## src/rtl/core_dmem_bridge.sv

```systemverilog
// Data-memory bridge between the MEM stage and a handshaked bus: store buffer
// that drains in the background plus an in-order, stalling load engine.
//   state   | meaning
//   S_IDLE  | accepting new accesses from the MEM stage
//   S_DRAIN | load pending, emptying the store buffer first
//   S_LREQ  | load request on the bus, waiting for bus_gnt
//   S_LWAIT | load granted, waiting for bus_rvalid
//   S_DONE  | load data in mem_rd, pipeline advances
module core_dmem_bridge #(
  parameter int ADDR_W   = 32,
  parameter int SB_DEPTH = 4
) (
  input  logic              clk,
  input  logic              reset,
  input  logic              mem_req,
  input  logic              mem_we,
  input  logic [1:0]        mem_size,
  input  logic              mem_unsigned,
  input  logic [ADDR_W-1:0] mem_addr,
  input  logic [31:0]       mem_wd,
  output logic [31:0]       mem_rd,
  output logic              mem_stall,
  output logic              misaligned_err,
  output logic              bus_req,
  output logic              bus_we,
  output logic [ADDR_W-1:0] bus_addr,
  output logic [31:0]       bus_wd,
  output logic [3:0]        bus_be,
  input  logic              bus_gnt,
  input  logic              bus_rvalid,
  input  logic [31:0]       bus_rdata
);

  localparam int PW = $clog2(SB_DEPTH);
  localparam logic [PW:0] FULL_CNT = (PW+1)'(SB_DEPTH);

  typedef enum logic [2:0] {S_IDLE, S_DRAIN, S_LREQ, S_LWAIT, S_DONE} state_t;

  state_t            state_q;
  logic [ADDR_W-1:0] sb_addr_q [SB_DEPTH];
  logic [3:0]        sb_be_q   [SB_DEPTH];
  logic [31:0]       sb_data_q [SB_DEPTH];
  logic [PW-1:0]     wr_ptr_q, rd_ptr_q, rd_ptr_d;
  logic [PW:0]       count_q, cnt_after_pop;

  logic              bus_req_q, bus_we_q;
  logic [ADDR_W-1:0] bus_addr_q;
  logic [31:0]       bus_wd_q, mem_rd_q;
  logic [3:0]        bus_be_q;

  logic              is_byte, is_half, aligned, full, idle_acc;
  logic              load_go, push, pop, issue_load, store_ok, bus_free;
  logic [3:0]        acc_be;
  logic [31:0]       acc_wd, rd_shift, ld_ext;
  logic [ADDR_W-1:0] word_addr;

  assign is_byte   = (mem_size == 2'b00);
  assign is_half   = (mem_size == 2'b01);
  assign aligned   = !(is_half && mem_addr[0]) && !(mem_size[1] && (mem_addr[1:0] != 2'b00));
  assign word_addr = {mem_addr[ADDR_W-1:2], 2'b00};
  assign full      = (count_q == FULL_CNT);

  always_comb begin
    acc_be = 4'b1111;
    acc_wd = mem_wd;
    if (is_byte) begin
      acc_be = 4'b0001 << mem_addr[1:0];
      acc_wd = {4{mem_wd[7:0]}};
    end else if (is_half) begin
      acc_be = 4'b0011 << {mem_addr[1], 1'b0};
      acc_wd = {2{mem_wd[15:0]}};
    end
  end

  // Accesses are only decoded in IDLE; in DONE the inputs still show the finished load.
  assign idle_acc       = !reset && (state_q == S_IDLE) && mem_req;
  assign misaligned_err = idle_acc && !aligned;
  assign load_go        = idle_acc && aligned && !mem_we;
  assign push           = idle_acc && aligned && mem_we && !full;
  assign mem_stall      = !reset && (load_go || (idle_acc && aligned && mem_we && full) ||
                                     (state_q inside {S_DRAIN, S_LREQ, S_LWAIT}));

  assign pop           = bus_req_q && bus_we_q && bus_gnt;
  assign cnt_after_pop = count_q - {{PW{1'b0}}, pop};
  assign rd_ptr_d      = rd_ptr_q + {{(PW-1){1'b0}}, pop};
  assign issue_load    = (load_go && (count_q == '0)) ||
                         ((state_q == S_DRAIN) && (cnt_after_pop == '0));
  assign store_ok      = !issue_load && (state_q != S_LREQ) && (state_q != S_LWAIT);
  assign bus_free      = !bus_req_q || bus_gnt;

  assign rd_shift = bus_rdata >> {mem_addr[1:0], 3'b000};
  always_comb begin
    ld_ext = bus_rdata;
    if (is_byte)      ld_ext = {{24{!mem_unsigned && rd_shift[7]}}, rd_shift[7:0]};
    else if (is_half) ld_ext = {{16{!mem_unsigned && rd_shift[15]}}, rd_shift[15:0]};
  end

  always_ff @(posedge clk) begin
    if (push) begin
      sb_addr_q[wr_ptr_q] <= word_addr;
      sb_be_q[wr_ptr_q]   <= acc_be;
      sb_data_q[wr_ptr_q] <= acc_wd;
    end
  end

  always_ff @(posedge clk) begin
    if (reset) begin
      state_q    <= S_IDLE;
      wr_ptr_q   <= '0;
      rd_ptr_q   <= '0;
      count_q    <= '0;
      bus_req_q  <= 1'b0;
      bus_we_q   <= 1'b0;
      bus_addr_q <= '0;
      bus_wd_q   <= '0;
      bus_be_q   <= '0;
      mem_rd_q   <= '0;
    end else begin
      wr_ptr_q <= wr_ptr_q + {{(PW-1){1'b0}}, push};
      rd_ptr_q <= rd_ptr_d;
      count_q  <= cnt_after_pop + {{PW{1'b0}}, push};

      case (state_q)
        S_IDLE: begin
          if (load_go) begin
            if (count_q == '0) state_q <= S_LREQ;
            else               state_q <= S_DRAIN;
          end
        end
        S_DRAIN: if (cnt_after_pop == '0) state_q <= S_LREQ;
        S_LREQ:  if (bus_gnt) state_q <= S_LWAIT;
        S_LWAIT: begin
          if (bus_rvalid) begin
            mem_rd_q <= ld_ext;
            state_q  <= S_DONE;
          end
        end
        default: state_q <= S_IDLE;
      endcase

      // The bus register only reloads once the current request has been granted.
      if (bus_free) begin
        if (issue_load) begin
          bus_req_q  <= 1'b1;
          bus_we_q   <= 1'b0;
          bus_addr_q <= word_addr;
          bus_wd_q   <= '0;
          bus_be_q   <= acc_be;
        end else if (store_ok && (cnt_after_pop != '0)) begin
          bus_req_q  <= 1'b1;
          bus_we_q   <= 1'b1;
          bus_addr_q <= sb_addr_q[rd_ptr_d];
          bus_wd_q   <= sb_data_q[rd_ptr_d];
          bus_be_q   <= sb_be_q[rd_ptr_d];
        end else if (store_ok && push) begin
          bus_req_q  <= 1'b1;
          bus_we_q   <= 1'b1;
          bus_addr_q <= word_addr;
          bus_wd_q   <= acc_wd;
          bus_be_q   <= acc_be;
        end else begin
          bus_req_q  <= 1'b0;
          bus_we_q   <= 1'b0;
          bus_addr_q <= '0;
          bus_wd_q   <= '0;
          bus_be_q   <= '0;
        end
      end
    end
  end

  assign bus_req  = bus_req_q;
  assign bus_we   = bus_we_q;
  assign bus_addr = bus_addr_q;
  assign bus_wd   = bus_wd_q;
  assign bus_be   = bus_be_q;
  assign mem_rd   = mem_rd_q;

endmodule
```

## config.mk

```make
export PLATFORM = sky130hd
export DESIGN_NAME = core_dmem_bridge
export DESIGN_NICKNAME = d
export VERILOG_FILES = /design/src/rtl/core_dmem_bridge.sv
export SDC_FILE = /design/constraint.sdc
export NUM_CORES = 1
export LEC_CHECK = 0
export ABC_AREA = 1
export CAP_MARGIN = 20
export CORE_MARGIN = 2
export CORE_UTILIZATION = 50
export CTS_CLUSTER_DIAMETER = 60
export CTS_CLUSTER_SIZE = 28
export DETAILED_ROUTE_END_ITERATION = 7
export HOLD_SLACK_MARGIN = 0.05
export PLACE_DENSITY_LB_ADDON = 0.08
export REMOVE_ABC_BUFFERS = 1
export SYNTH_ARGS = -nofsm -noshare
export SYNTH_HDL_FRONTEND = slang
export SYNTH_SLANG_ARGS = --single-unit
```

## constraint.sdc

```tcl
create_clock -name clk -period 7.9 [get_ports clk]
set_input_delay 0.79 -clock clk [delete_from_list [all_inputs] [get_ports clk]]
set_output_delay 0.79 -clock clk [all_outputs]
set_load 0.005 [all_outputs]
```

==> results_dict.tcl, run 1 <==
set metrics [dict create \
    power.density_nw_per_um2 216 \
    r2r_cells 12 \
    post_cts_buffers 0 \
    peakVddDrop_uv 161 \
    path_common_cell "buf_4" \
    dp_hpwl_microns 23200 \
    finalPower_mw 4.27 \
    syn-cell-area_sq_um 16500 \
    place_inst 2250 \
    utilization 0.610 \
    boundaryPins 209 \
    fmax_mhz 283 \
    clkTransAtPathRegs_ns 0.07 \
    max-cap-violations 0 \
    slew_viol_final 0 \
    final_area_sq_um 19800 \
    layout.cells.non_filler 2307 \
    cts_buffers 30 \
    antenna_cells 0 \
    path_max_fanout 58 \
    post_synth_num_cell_types 48 \
    setup_violations 0 \
    outcome "finished, final reports clean" \
    htree_levels 1 \
    numClockSinks 374 \
    synth-main-ff-cell "edfxtp_1" \
    r2r_slack_ns 4.73 \
    cts_tree "done" \
    drive_above_1_share 0.109 \
    cpPeakStageDelay_ns 0.81 \
    hold_buffers 0 \
    start_util 0.507 \
    p_leak_nw 7.44 \
    required_ns 8.09 \
    place_ws_ns 3.61 \
    vias_per_cell 5.18 \
    num_rows 66 \
    crit_chain "buf_2, buf_4, inv_2, nand2_2, nand2_4, nand3_4, nor3_2, buf_4" \
    die_area_sq_um 34400 \
    grt_max_degree 105 \
    wirelength_microns 40400 \
    gp_congestion 0.819 \
    vias 12000 \
    arrival_ns 3.72 \
    drtIter0Drc 761 \
    r2r_end "bus_wd[5]" \
    hold_viol 0 \
    tightest_slew_ns 1.12 \
    min_from "bus_addr[18]" \
    rsz0062_at_grt "no" \
    yosys_register_bits 374 \
    clock_latency_ns 0.57 \
    relSlewSlack 0.254 \
    synth_top_cell_area_share 0.482 \
    drt_first_pass_iters 7 \
    drc_errors 0 \
    synth_warnings 0 \
    fin_worst_skew_ns 0.0164 \
    setup_ws_ns 4.37 \
    slowest_stage "buf_4" \
    io_buffer_count 206 \
    synth_edf_count 264 \
    grt_usage 0.238 \
    antenna_found_initial 1 \
    syn_to_final_growth_pct 20.4 \
    grt.overflow.total 0 \
    root_buffer "clkbuf_16" \
    crit_type "primary input to flip-flop" \
    fin_nets 1952 \
    syn_area_per_cell_sq_um 9.78 \
    grt_pass1_wl_microns 63800 \
    grt_pass1_vias 11800 \
    synth_top_cell_by_area "edfxtp_1" \
    min_to "bus_addr[18]" \
    crit_buf_inv 4 \
    core_sq_um 32500 \
    die_h_microns 185 \
    ys_seq_area_frac 0.616 \
    wl_per_cell_microns 17.5 \
    synthCells 1683 \
    cp-start-kind "primary input" \
    antenna_left 0 \
    worstSetupEndpointType "flip-flop" \
    clock_path_buffers 3 \
    fin_crit_sh 0.447 \
    dieWidth_microns 185 \
    post_dp_cell_area_sq_um 18700 \
    finalCriticalPeriod_ns 3.53 \
    min_path_type "flip-flop to flip-flop" \
    synthArstFlopShare 0 \
    critical_path.top_delay_family "buffers and inverters" \
    synthTopCellsByArea "edfxtp_1 (48%), dfxtp_1 (13%), nand2_1 (11%)" \
    fin_tns_setup_ns 0 \
    timing.rr.start "bus_req" \
    whs_path_depth 2 \
    hold_slack_ns 0.464 \
    cts-resized-gates 0 \
    cp.depth 8 \
]
cell usage after synthesis (11+ instances only):
library cell,instances
a21oi_1,106
a21oi_2,16
buf_2,31
buf_6,11
clkbuf_1,45
dfxtp_1,110
edfxtp_1,264
inv_1,79
inv_2,13
mux2_2,33
nand2_1,483
nand2_2,31
nand3_1,27
nor2_1,199
o21ai_0,122
o21ai_1,21
area by class of cell:
type	instances	area, sq um
fill	2723	12600
multi-input combinational	1119	5450
inverter	93	357
timing repair buffer	223	2200
clock inverter	25	335
sequential	374	10100
clock buffer	31	776
tap	442	553
cell families after synthesis:
group           Yosys count  share of synthesized area
compound gates          302                      0.102
xor+xnor                  2                    0.00152
fa+ha+maj                 6                    0.00456
buf+inv                 191                     0.0561
flops                   374                      0.616
mux                      33                     0.0226
other cells               1                   0.000228
simple gates            774                      0.197
tightest hold or removal path, stage by stage (launching register included):
cell and delay (ns):
dfxtp_1 0.31, nand2_1 0.06, a21oi_1 0.05
registers in the layout (all words and copies together), names as in the netlist:
name,flops
rd_ptr_q,2
sb_data_q,128
count_q,3
wr_ptr_q,2
bus_addr,30
state_q,3
sb_addr_q,120
bus_be,4
mem_rd,32
sb_be_q,16
bus_req,1
bus_wd,32
bus_we,1
placed cells by master, fill, tap and decap left out, drive strengths merged, types with 4 or more instances in the layout:
cell type      count
a211oi             4
a21oi            123
a221oi             4
buf               19
bufinv             4
clkbuf            31
clkdlybuf4s50    204
clkinv             4
clkinvlp           5
dfxtp            110
edfxtp           264
ha                 6
inv              105
mux2              33
nand2            518
nand3             34
nor2             209
nor3               7
o211ai             7
o21a               8
o21ai            144
o221ai             4
routing by layer:
| metal | up-vias | share of wire | global-route usage | wire, microns |
|---|---|---|---|---|
| li1 | 5924 | - | - | - |
| met1 | 5626 | 0.43 | 0.313 | 17200 |
| met2 | 356 | 0.48 | 0.402 | 19400 |
| met3 | 46 | 0.076 | 0.0554 | 3060 |
| met4 | 2 | 0.017 | 0.0511 | 683 |
| met5 | - | 0.00040 | 0 | 16 |
worst max-delay path by stage:
stage                            end  slack (ns)         from
global placement          bus_wd[28]        3.65      bus_gnt
global route         sb_addr_q[1][9]        4.22  mem_size[1]
finish              sb_addr_q[3][18]        4.37  mem_size[1]
CTS                     bus_addr[14]        4.17      bus_gnt
floorplan            sb_addr_q[0][0]        1.40       mem_we
detailed placement      bus_addr[21]        3.61      bus_gnt
power by group:
| group | leakage [nW] | switching, mW | internal, mW |
|---|---|---|---|
| clock | 0.528 | 0.780 | 0.890 |
| sequential | 3.27 | 0.0191 | 2.14 |
| combinational | 3.65 | 0.264 | 0.177 |
| total | 7.44 | 1.06 | 3.21 |
(Power assumes the default switching activity.)
==> inputs of run 2 (changes only) <==
==> constraint.sdc (replaced) <==
create_clock -name clk -period 3.29 [get_ports clk]
set_input_delay 0.329 -clock clk [delete_from_list [all_inputs] [get_ports clk]]
set_output_delay 0.329 -clock clk [all_outputs]
set_load 0.005 [all_outputs]
==> run 2 against run 1 <==
Wire length increased by 1.4%; utilization rose by 0.79 points; clock skew grew 0.0055 ns; hold slack worse by 0.25 ns; cell count up 0.52%; count of clock-buffer cells in the layout is 1 higher; clock power increased by 130%; final area grew 1.3%; critical path type is now primary input to output pin; largest power group unchanged.
==> results_dict.tcl, run 2 (synthesized netlist as in run 1, its figures left out) <==
set metrics [dict create \
    place_ws_ns 0.349 \
    antenna_left 0 \
    vias_per_cell 5.21 \
    rsz0062_at_grt "no" \
    max-cap-violations 0 \
    grt_usage 0.242 \
    peakVddDrop_uv 462 \
    post_dp_cell_area_sq_um 19000 \
    drc_errors 0 \
    largestRegisters "sb_data_q x128, sb_addr_q x120" \
    post_cts_buffers 0 \
    crit_chain "dlygate4sd3_1, buf_4, clkinv_4, nand2_4, nor2_8, and2_1, nand2_1, a21oi_1, clkdlybuf4s50_1" \
    min_path_type "primary input to flip-flop" \
    num_rows 66 \
    arrival_ns 2.42 \
    clock_path_buffers 3 \
    numClockSinks 374 \
    wirelength_microns 41000 \
    cpPeakStageDelay_ns 0.54 \
    drt_first_pass_iters 5 \
    htree_levels 1 \
    io_buffer_count 206 \
    path_max_fanout 36 \
    die_area_sq_um 34400 \
    dp_hpwl_microns 24500 \
    tightest_slew_ns 1.00 \
    fin_worst_skew_ns 0.0219 \
    setup_ws_ns 0.538 \
    clkTransAtPathRegs_ns 0.09 \
    setup_violations 0 \
    required_ns 2.96 \
    crit_type "primary input to output pin" \
    worstSetupEndpointType "output pin" \
    vias 12100 \
    fin_nets 1964 \
    p_leak_nw 7.55 \
    hold_slack_ns 0.214 \
    final_common_cell "nand2_1" \
    fin_crit_sh 0.837 \
    grt_pass1_wl_microns 64500 \
    slowest_stage "clkdlybuf4s50_1" \
    grt_pass1_vias 11900 \
    root_buffer "clkbuf_16" \
    finalCriticalPeriod_ns 2.75 \
    power.density_nw_per_um2 504 \
    outcome "finished, final reports clean" \
    cts_buffers 30 \
    core_sq_um 32500 \
    wl_per_cell_microns 17.7 \
    die_h_microns 185 \
    drtIter0Drc 681 \
    final_cell_mix "nand2_1 (482), edfxtp_1 (264), clkdlybuf4s50_1 (204), nor2_1 (199), o21ai_0 (122)" \
    finalPower_mw 10.1 \
    grt_max_degree 133 \
    slew_viol_final 0 \
    boundaryPins 209 \
    antenna_cells 0 \
    cp-start-kind "primary input" \
    fmax_mhz 363 \
    antenna_found_initial 0 \
    grt.overflow.total 0 \
    syn_to_final_growth_pct 21.9 \
    start_util 0.507 \
    final_area_sq_um 20100 \
    cts_tree "done" \
    gp_congestion 0.820 \
    hold_viol 0 \
    drive_above_1_share 0.113 \
    clock_latency_ns 0.58 \
    dieWidth_microns 185 \
    relSlewSlack 0.333 \
    largest_register_ff_count 128 \
    largest_register "sb_data_q" \
]
[run 2: cell count changes in the layout (fill, tap and decap cells not counted), sizes merged]
cell | previous run | this run
buf | 19 | 30
bufinv | 4 | 1
clkbuf | 31 | 32
clkinv | 4 | 9
clkinvlp | 5 | 2
dlygate4sd3 | 0 | 1
[run 2: repair_timing]
item | in CTS | in global routing
endpoints found under the hold margin | 6 | 0
setup endpoints to repair | 0 | 0
resized for setup | 0 | 0
hold buffers | 1 | 0
[run 2: path summary, 6_finish.rpt]
check                from            to  slack, ns  depth (start not counted)
min reg2reg  bus_addr[28]  bus_addr[28]       0.47                          2
max                 reset     mem_stall       0.54                          9
min           mem_size[1]     mem_rd[5]       0.21                          4
max reg2reg       bus_req  bus_addr[29]       0.84                         10
[run 2: routing by layer]
metal | wire (microns) | track usage | share of wire
met5 | 0 | 0 | 0
met4 | 1080 | 0.0727 | 0.026
met3 | 2730 | 0.0497 | 0.067
met2 | 19700 | 0.413 | 0.48
met1 | 17500 | 0.310 | 0.43
[run 2: layout make-up]
| type | count | area [sq um] |
|---|---|---|
| Multi-Input combinational cell | 1119 | 5450 |
| Sequential cell | 374 | 10100 |
| Inverter | 93 | 357 |
| Fill cell | 2760 | 12400 |
| Tap cell | 442 | 553 |
| Clock buffer | 32 | 779 |
| Timing Repair Buffer | 235 | 2500 |
| Clock inverter | 24 | 289 |
[run 2: through the flow]
step | instances | TNS, ns | util
detailed placement | 2262 | 0 | 0.585
global placement | 2262 | 0 | 0.585
CTS | 2319 | 0 | 0.618
floorplan | 1586 | -838.00 | -
global route | 2319 | 0 | 0.618
finish | 2319 | 0 | 0.618
[run 2: worst max-delay path: cells and delay by family]
family	cells	cell delay, ns
AO/OA/AOI/OAI	1	0.13
AND/OR/NAND/NOR	4	0.48
buffers and inverters	4	1.47
[run 2: power breakdown]
group          internal [mW]  total (mW)  switching (mW)
registers               5.14        5.19          0.0523
logic                  0.456        1.09           0.632
clock network           1.93        3.82            1.90
==> inputs of run 3 (changes only) <==
==> constraint.sdc (replaced) <==
create_clock -name clk -period 2.6 [get_ports clk]
set_input_delay 0.26 -clock clk [delete_from_list [all_inputs] [get_ports clk]]
set_output_delay 0.26 -clock clk [all_outputs]
set_load 0.005 [all_outputs]
==> run 3 against run 2 <==
Highest routed layer is now met5; count of clock-buffer cells in the layout decreased by 2; critical path depth decreased by 2; total power increased by 26%; critical endpoint unchanged; final area increased by 1.1%; non-clock buffer count increased by 27; wire length about the same; register-to-register slack got worse by 0.43 ns.
==> results_dict.tcl, run 3 (synthesized netlist as in run 1, its figures left out) <==
set metrics [dict create \
    outcome "finished, final reports clean" \
    cts-resized-gates 0 \
    boundaryPins 209 \
    fill_cells 2653 \
    gp_congestion 0.844 \
    startpoint "state_q[0]" \
    fmax_mhz 413 \
    final_area_sq_um 20300 \
    grt_max_degree 76 \
    crit_buf_inv 2 \
    io_buffer_count 206 \
    setup_violations 0 \
    whs_path_depth 4 \
    fin_worst_skew_ns 0.0299 \
    p_clk_frac 0.376 \
    hold_slack_ns 0.223 \
    intPower_mw 9.49 \
    min_path_type "primary input to flip-flop" \
    slew_viol_final 0 \
    grt_pass1_vias 12100 \
    wl_per_cell_microns 17.4 \
    gr-max-usage-layer "met2" \
    vias 12300 \
    rsz0062_at_grt "no" \
    hold_viol 0 \
    die_h_microns 185 \
    crit_type "flip-flop to output pin" \
    utilization 0.625 \
    worstSetupEndpointType "output pin" \
    globalRouteMet2Util 0.408 \
    crit_chain "inv_1, nand2_2, nor2_8, and2_1, nand2_1, a21oi_1, clkdlybuf4s50_1" \
    drtIter0Drc 729 \
    largestRegisters "sb_data_q x128, sb_addr_q x120" \
    largest_register_ff_count 128 \
    p_comb_frac 0.110 \
    syn_to_final_growth_pct 23.2 \
    cp-start-kind "flip-flop" \
    fin_tns_setup_ns 0 \
    wirelength_microns 40900 \
    clock_latency_ns 0.58 \
    r2r_slack_ns 0.41 \
    post_cts_buffers 0 \
    largest_register "sb_data_q" \
    die_area_sq_um 34400 \
    cts_tree "done" \
    switching_power_mw 3.28 \
    vias_per_cell 5.24 \
    path_max_fanout 4 \
    hold_buffers 1 \
    tightest_slew_ns 1.05 \
    finalCriticalPeriod_ns 2.42 \
    p_leak_nw 7.71 \
    drive_above_1_share 0.128 \
    arrival_ns 2.16 \
    power.density_nw_per_um2 630 \
    final_cell_mix "nand2_1 (482), edfxtp_1 (264), clkdlybuf4s50_1 (204), nor2_1 (199), o21ai_0 (122)" \
    dieWidth_microns 185 \
    use_met1 0.309 \
    grt.overflow.total 0 \
    crit_path_end "mem_stall" \
    cp.depth 7 \
    core_sq_um 32500 \
    swShare 0.257 \
    r2r_end "bus_addr[30]" \
    root_buffer "clkbuf_16" \
    drc_errors 0 \
    min_from "reset" \
    fin_crit_sh 0.931 \
    antenna_left 0 \
    start_util 0.507 \
    grt.met3_usage 0.0478 \
    max-cap-violations 0 \
    critical_path.top_delay_family "buffers and inverters" \
    num_rows 66 \
    cts_buffers 30 \
    relSlewSlack 0.301 \
    cpPeakStageDelay_ns 0.55 \
    slowest_stage "clkdlybuf4s50_1" \
    finalPower_mw 12.8 \
    numClockSinks 374 \
    power.share.sequential 0.514 \
    r2r_cells 15 \
    required_ns 2.34 \
    clock_path_buffers 3 \
    fin_nets 1991 \
    antenna_found_initial 2 \
    grt_pass1_wl_microns 64400 \
    post_dp_cell_area_sq_um 19200 \
    clkTransAtPathRegs_ns 0.08 \
    peakVddDrop_uv 544 \
    drt_first_pass_iters 5 \
    htree_levels 1 \
    timing.rr.start "bus_req" \
    final_common_cell "nand2_1" \
    dp_hpwl_microns 25500 \
    grt_usage 0.239 \
]
==> run 3: cell types whose count changed in the layout (fill, tap and decap cells not counted), sizes merged <==
cell      delta
diode        +1
buf         +27
clkinvlp     -2
inv          +3
clkbuf       -2
clkinv       +1
==> run 3: final cells by class <==
cell class,instances,area (sq um),share of cell area
sequential,374,10100,0.500
tap,442,553,0.0273
clock buffer,30,751,0.0370
multi-input combinational,1119,5450,0.269
timing repair buffer,262,2730,0.135
clock inverter,26,305,0.0151
antenna,1,2.50,0.000123
inverter,93,357,0.0176
==> run 3: worst register-to-register path, stage by stage, from the launching register on <==
cell and delay, ns:
dfxtp_1 0.37, nand2_1 0.06, nor2_1 0.14, ha_1 0.17, ha_1 0.23, nand2_1 0.17, nor2_8 0.07, nand2_4 0.09
nand3_4 0.10, nor2_8 0.13, buf_4 0.22, nand2_1 0.07, nand2_1 0.07, nor2_1 0.05, nor2_1 0.08, nor2_1 0.04
==> run 3: power by group through the flow <==
stage	Sequential, mW	Clock [mW]	Combinational, mW
2_1_floorplan	6.70	0	0.648
3_3_place_gp	6.70	0	1.39
6_report	6.57	4.80	1.40
5_1_grt	6.58	5.11	1.55
4_1_cts	6.57	4.90	1.41
3_5_place_dp	6.70	0	1.41
==> run 3: how the worst min path moves through the flow <==
stage,endpoint,slack [ns]
2_1_floorplan,bus_wd[17],0.32
3_5_place_dp,bus_addr[8],0.45
3_3_place_gp,bus_addr[9],0.45
6_report,state_q[1],0.22
4_1_cts,state_q[1],0.21
5_1_grt,mem_rd[13],0.25
==> run 3: metal layers <==
metal	wire length (microns)	part of all wire
met1	17600	0.43
met2	19500	0.48
met3	2840	0.069
met4	1030	0.025
met5	11	0.00027
==> run 3: through the flow <==
stage | setup slack, ns | instances
floorplan | -3.43 | 1586
finish | 0.180 | 2347
global route | 0.0191 | 2347
CTS | 0.130 | 2346
global placement | 0.0554 | 2289
detailed placement | 0.0420 | 2289
